==> src/rtl/cache_sdpb_alu54_pkg.sv <==
// Width constants shared by the frame-uploader cache and address adder.
package cache_sdpb_alu54_pkg;

  localparam int WR_WIDTH      = 16;
  localparam int WR_DEPTH_LOG2 = 4;
  localparam int RD_DEPTH_LOG2 = 3;
  localparam int ADD_A_WIDTH   = 21;
  localparam int ADD_B_WIDTH   = 11;
  localparam int RD_WIDTH      = 2 * WR_WIDTH;
  localparam int SUM_WIDTH     = ADD_A_WIDTH + 1;
  localparam int CASO_WIDTH    = 55;

endpackage

==> src/rtl/cache_sdpb_alu54_addr_adder_reg.sv <==
// Registered unsigned adder A + zero-extended B, carry kept in the top bit.
module addr_adder_reg
  import cache_sdpb_alu54_pkg::*;
(
  input  logic                   clk,
  input  logic                   reset,
  input  logic                   ce,
  input  logic [ADD_A_WIDTH-1:0] a,
  input  logic [ADD_B_WIDTH-1:0] b,
  output logic [SUM_WIDTH-1:0]   sum
);

  logic [SUM_WIDTH-1:0] sum_reg;
  logic [SUM_WIDTH-1:0] sum_next;

  assign sum_next = {1'b0, a} + {{(SUM_WIDTH - ADD_B_WIDTH){1'b0}}, b};

  always_ff @(posedge clk) begin
    if (reset) begin
      sum_reg <= '0;
    end else if (ce) begin
      sum_reg <= sum_next;
    end
  end

  assign sum = sum_reg;

endmodule

==> src/rtl/cache_sdpb_alu54.sv <==
// Pixel cache (16x16 write, 8x32 read) plus registered frame-address adder.
module cache_sdpb_alu54
  import cache_sdpb_alu54_pkg::*;
(
  input  logic                     clk,
  input  logic                     reset,
  input  logic                     cache_cea,
  input  logic [WR_DEPTH_LOG2-1:0] cache_ada,
  input  logic [WR_WIDTH-1:0]      cache_din,
  input  logic                     cache_ceb,
  input  logic [RD_DEPTH_LOG2-1:0] cache_adb,
  input  logic                     cache_oce,
  output logic [RD_WIDTH-1:0]      cache_dout,
  input  logic                     add_ce,
  input  logic [ADD_A_WIDTH-1:0]   add_a,
  input  logic [ADD_B_WIDTH-1:0]   add_b,
  output logic [SUM_WIDTH-1:0]     add_dout,
  output logic [CASO_WIDTH-1:0]    add_caso
);

  // Output register runs in bypass mode, so the enable has no effect.
  logic unused_oce;
  assign unused_oce = cache_oce;

  logic [RD_DEPTH_LOG2-1:0] wr_word_addr;
  assign wr_word_addr = cache_ada[WR_DEPTH_LOG2-1:1];

  // Even and odd halfwords live in separate banks so one read fetches a full
  // word; the non-blocking read/write pair gives read-before-write on collision.
  genvar gi;
  generate
    for (gi = 0; gi < 2; gi++) begin : g_bank
      logic [WR_WIDTH-1:0] bank_mem [2**RD_DEPTH_LOG2];
      logic [WR_WIDTH-1:0] rd_half_reg;
      logic                wr_en;

      assign wr_en = cache_cea && !reset && (cache_ada[0] == (gi != 0));

      always_ff @(posedge clk) begin
        if (wr_en) begin
          bank_mem[wr_word_addr] <= cache_din;
        end
      end

      always_ff @(posedge clk) begin
        if (reset) begin
          rd_half_reg <= '0;
        end else if (cache_ceb) begin
          rd_half_reg <= bank_mem[cache_adb];
        end
      end

      assign cache_dout[gi*WR_WIDTH +: WR_WIDTH] = rd_half_reg;
    end
  endgenerate

  addr_adder_reg u_addr_adder (
    .clk   (clk),
    .reset (reset),
    .ce    (add_ce),
    .a     (add_a),
    .b     (add_b),
    .sum   (add_dout)
  );

  assign add_caso = '0;

endmodule

==> config.mk <==
export PLATFORM = sky130hd
export DESIGN_NAME = cache_sdpb_alu54
export DESIGN_NICKNAME = d
export VERILOG_FILES = /design/src/rtl/cache_sdpb_alu54_pkg.sv /design/src/rtl/cache_sdpb_alu54_addr_adder_reg.sv /design/src/rtl/cache_sdpb_alu54.sv
export SDC_FILE = /design/constraint.sdc
export NUM_CORES = 1
export LEC_CHECK = 0
export CAP_MARGIN = 25
export CELL_PAD_IN_SITES_DETAIL_PLACEMENT = 1
export CELL_PAD_IN_SITES_GLOBAL_PLACEMENT = 2
export CORE_MARGIN = 1.5
export CORE_UTILIZATION = 45
export CTS_CLUSTER_SIZE = 12
export DETAILED_ROUTE_END_ITERATION = 8
export DONT_BUFFER_PORTS = 1
export GPL_TIMING_DRIVEN = 0
export PLACE_DENSITY_LB_ADDON = 0.3
export SETUP_SLACK_MARGIN = 0.1
export SYNTH_ARGS = -nofsm -noshare
export SYNTH_HDL_FRONTEND = slang
export SYNTH_SLANG_ARGS = --single-unit
==> constraint.sdc <==
create_clock -name clk -period 3.6 [get_ports clk]
set_input_delay 0.36 -clock clk [delete_from_list [all_inputs] [get_ports clk]]
set_output_delay 0.36 -clock clk [all_outputs]
set_load 0.1 [all_outputs]
==> impl_results.md <==
* Yosys top cell area share at about three fifths
* Hold depth at 2
* CP required at ~3.8 ns
* Hold_sp: add_a[20]
* Sequential Power Share at 50.6%
* TritonCTS clock tree: built
* Hold Fails Final Rpt at 0
* Avg Inst Size Synth at 17.0 µm²
* Die footprint at 29200 µm²
* Least-Margin Pin Slew at 1.05 ns
* Synth Instances at 748
* Post-synth ARST share at 0%
* Vias in the first global route at 7431
* Initial Util at 45.6%
* Synth Flop Type: edfxtp_1
* Clock power frac at 40.1%
* Post-Syn Area at 12700 µm²
* Power Internal at ~6.3 mW
* I/O pins at 170
* Switching fraction of total power at 27.0%
* Worst EP arrival at 2.38 ns
* DR WL/cell at 23.8 µm
* Crit path launch type: input port
* PwrDens at between 500 and 600 nW/µm²
* Top cells by area, synth: edfxtp_1 (61%), mux4_2 (11%), dfxtp_1 (8.5%)
* Share of layout cells above drive strength 1 at approximately a quarter
* Ant diodes at 0
* DRT Pass-1 Iters at 5
* CTS Buffer Depth at 3
* Type of the worst setup path: in2reg
* Root Buffer: clkbuf_16
* Clock slew at reported path FFs at ~0.06 ns
* Largest register FFs at about 260
* Reg2reg end: u_addr_adder.sum[10]$_SDFFE_PP0P_
* Antenna violations before repair at 0
* Total GRT Usage at 21.3%
* Clock Latency Late Sink at 0.51 ns
* H-tree depth at 2
* Worst Skew at 0.0137 ns
* Vias/cell at 5.45
* WHS Endpoint: u_addr_adder.sum[21]$_SDFFE_PP0P_
* Final nets at roughly 950
* PortBufs at 0
* Layout Utilization at 53.8%
* Most frequent cells in the layout: edfxtp_1 (256), mux4_2 (64), buf_4 (58), nor2_1 (57), conb_1 (55)
* EDFF count, synth at ~260
* RSZ-0062 raised after global routing: no
* Status: complete, no violations
* Cell taking the most area after synthesis: edfxtp_1
* Count of different cell masters after synthesis at 51
* Tmin final at 2.16 ns
* Die X at 171 µm
* HPWL reported at the end of detailed placement at 21300 µm
* Row count at 61
* Hold slack at between 0.04 and 0.05 ns
* CP endpoint kind: flop
* Yosys warns at 0
* Clock Sink Count at 310
* Setup TNS at 0 ns
* Period Utilization, post-route at 60.1%
* Worst hold path class: in2reg
* RR Startpoint: u_addr_adder.sum[10]$_SDFFE_PP0P_
* # setup viols final at 0
* First-pass GRT wire length at 45100 µm
* Total Routed Length at approximately 30000 µm
* Routed vias at between 6000 and 7000
* Switching power at about 2.3 mW
* Slew headroom at about 30%
* Total core area at 27800 µm²
* Register area share after synthesis at 69.1%
* Synth Register Bits at 310
* Lkg Pwr at 5.25 nW
* Final slew viol count at 0
* Combinational fraction of design power at 9.3%
* Peak VDD IR at 0.397 mV
* Max_cap viols at 0
* Setup Buffers After CTS at 0
* Critical Path Fanout Max at 10
* Largest net degree at the start of global routing at 17
* Filler cell count at 2623
* GP Congestion at between 0.7 and 0.8
* CTS Buf Count at 35
* Die Span Y at between 150 and 200 µm
* Area Growth Syn to Fin at 17.9%
* 1st-iter DRT viols at 481
* Residual DRC count at 0
* Most common cell after layout, fill and taps aside: edfxtp_1
* Antenna violation net count after detailed routing at 0
* F_max at 0.462 GHz
* Grt total ovfl at 0
* Reg2reg setup slack at around 2.1 ns
* Worst Reg-to-Reg Cells at 2
## stage by stage
stage / power, mW / cells / setup WS (ns) / cell area (µm²)
floorplan: 5.04 / 802 / 0.728 / 12900
global placement: 5.15 / 1180 / -0.919 / 13400
detailed placement: 5.18 / 1202 / 0.841 / 13700
CTS: 8.69 / 1279 / 1.35 / 15000
global route: 8.88 / 1280 / 1.33 / 15000
finish: 8.62 / 1280 / 1.44 / 15000
## how the worst max path moves through the flow
stage / slack, ns / depth (start not counted) / endpoint / start
global placement: -0.92 / 3 / g_bank[1].bank_mem[0][8]$_DFFE_PP_ / reset
floorplan: 0.73 / 2 / g_bank[0].bank_mem[0][0]$_DFFE_PP_ / reset
detailed placement: 0.84 / 5 / g_bank[1].bank_mem[0][8]$_DFFE_PP_ / reset
finish: 1.44 / 5 / g_bank[1].bank_mem[0][8]$_DFFE_PP_ / reset
global route: 1.33 / 5 / g_bank[1].bank_mem[0][10]$_DFFE_PP_ / reset
CTS: 1.35 / 5 / g_bank[1].bank_mem[0][8]$_DFFE_PP_ / reset
## Yosys cell counts, drive strengths merged, types with 2 or more instances
cell type / count
a31oi: 2
o311ai: 2
nor3: 11
a21oi: 10
nand3: 7
ha: 11
nor4bb: 2
a21o: 4
dfxtp: 54
mux4: 64
a211oi: 39
o21ai: 7
xnor2: 8
xor2: 4
nor2: 63
nand2b: 4
nor4: 3
nand4: 2
edfxtp: 256
nand2: 19
inv: 10
a311oi: 4
nor3b: 2
clkbuf: 24
buf: 71
mux2i: 40
or3: 6
and3: 3
## timing repair
item / 4_1_cts / 5_1_grt
endpoints found under the setup margin: 0 / 0
hold buffers: 16 / 0
resized for setup: 0 / 0
endpoints found under the hold margin: 256 / 0
## critical path, cell delays in order
cell and delay, ns:
clkbuf_1 0.31, nand3b_1 0.42, nor4_2 0.79, buf_4 0.30, buf_4 0.19
## power groups by stage
stage               clock, mW  sequential, mW  combinational [mW]
finish                   3.45            4.36               0.800
CTS                      3.52            4.36               0.803
floorplan                   0            4.42               0.624
global placement            0            4.44               0.715
global route             3.66            4.37               0.853
detailed placement          0            4.44               0.744
## cells by family (layout without fill, tap and decap cells)
| kind of cell | after synthesis | after routing | synth area share, % |
|---|---|---|---|
| other | 1 | 55 | 0.0296 |
| AND/OR/NAND/NOR | 129 | 129 | 4.72 |
| XOR/XNOR | 12 | 12 | 0.829 |
| adder cells (fa/ha/maj) | 12 | 12 | 1.24 |
| AO/OA/AOI/OAI | 75 | 75 | 4.67 |
| multiplexers | 104 | 104 | 14.5 |
| flip-flops | 310 | 310 | 69.1 |
| buffers and inverters | 105 | 205 | 4.85 |
## cell type report
| class | instances | area, µm² | share of cell area (%) |
|---|---|---|---|
| sequential | 310 | 8770 | 58.6 |
| multi-input combinational | 387 | 3570 | 23.9 |
| clock buffer | 44 | 951 | 6.36 |
| buffer | 95 | 578 | 3.86 |
| tap | 378 | 473 | 3.16 |
| timing repair buffer | 39 | 415 | 2.78 |
| clock inverter | 17 | 166 | 1.11 |
| inverter | 10 | 37.5 | 0.251 |
## metal layers
layer	up-vias	wire length (µm)	GRT usage, %	share of wire (%)
met3	43	2040	4.93	6.7
met4	0	785	7.93	2.6
li1	3078	-	-	-
met5	-	0	0	0
met2	240	14900	35.8	49
met1	3613	12700	27.1	42
Power figures use the tool's default switching activity.
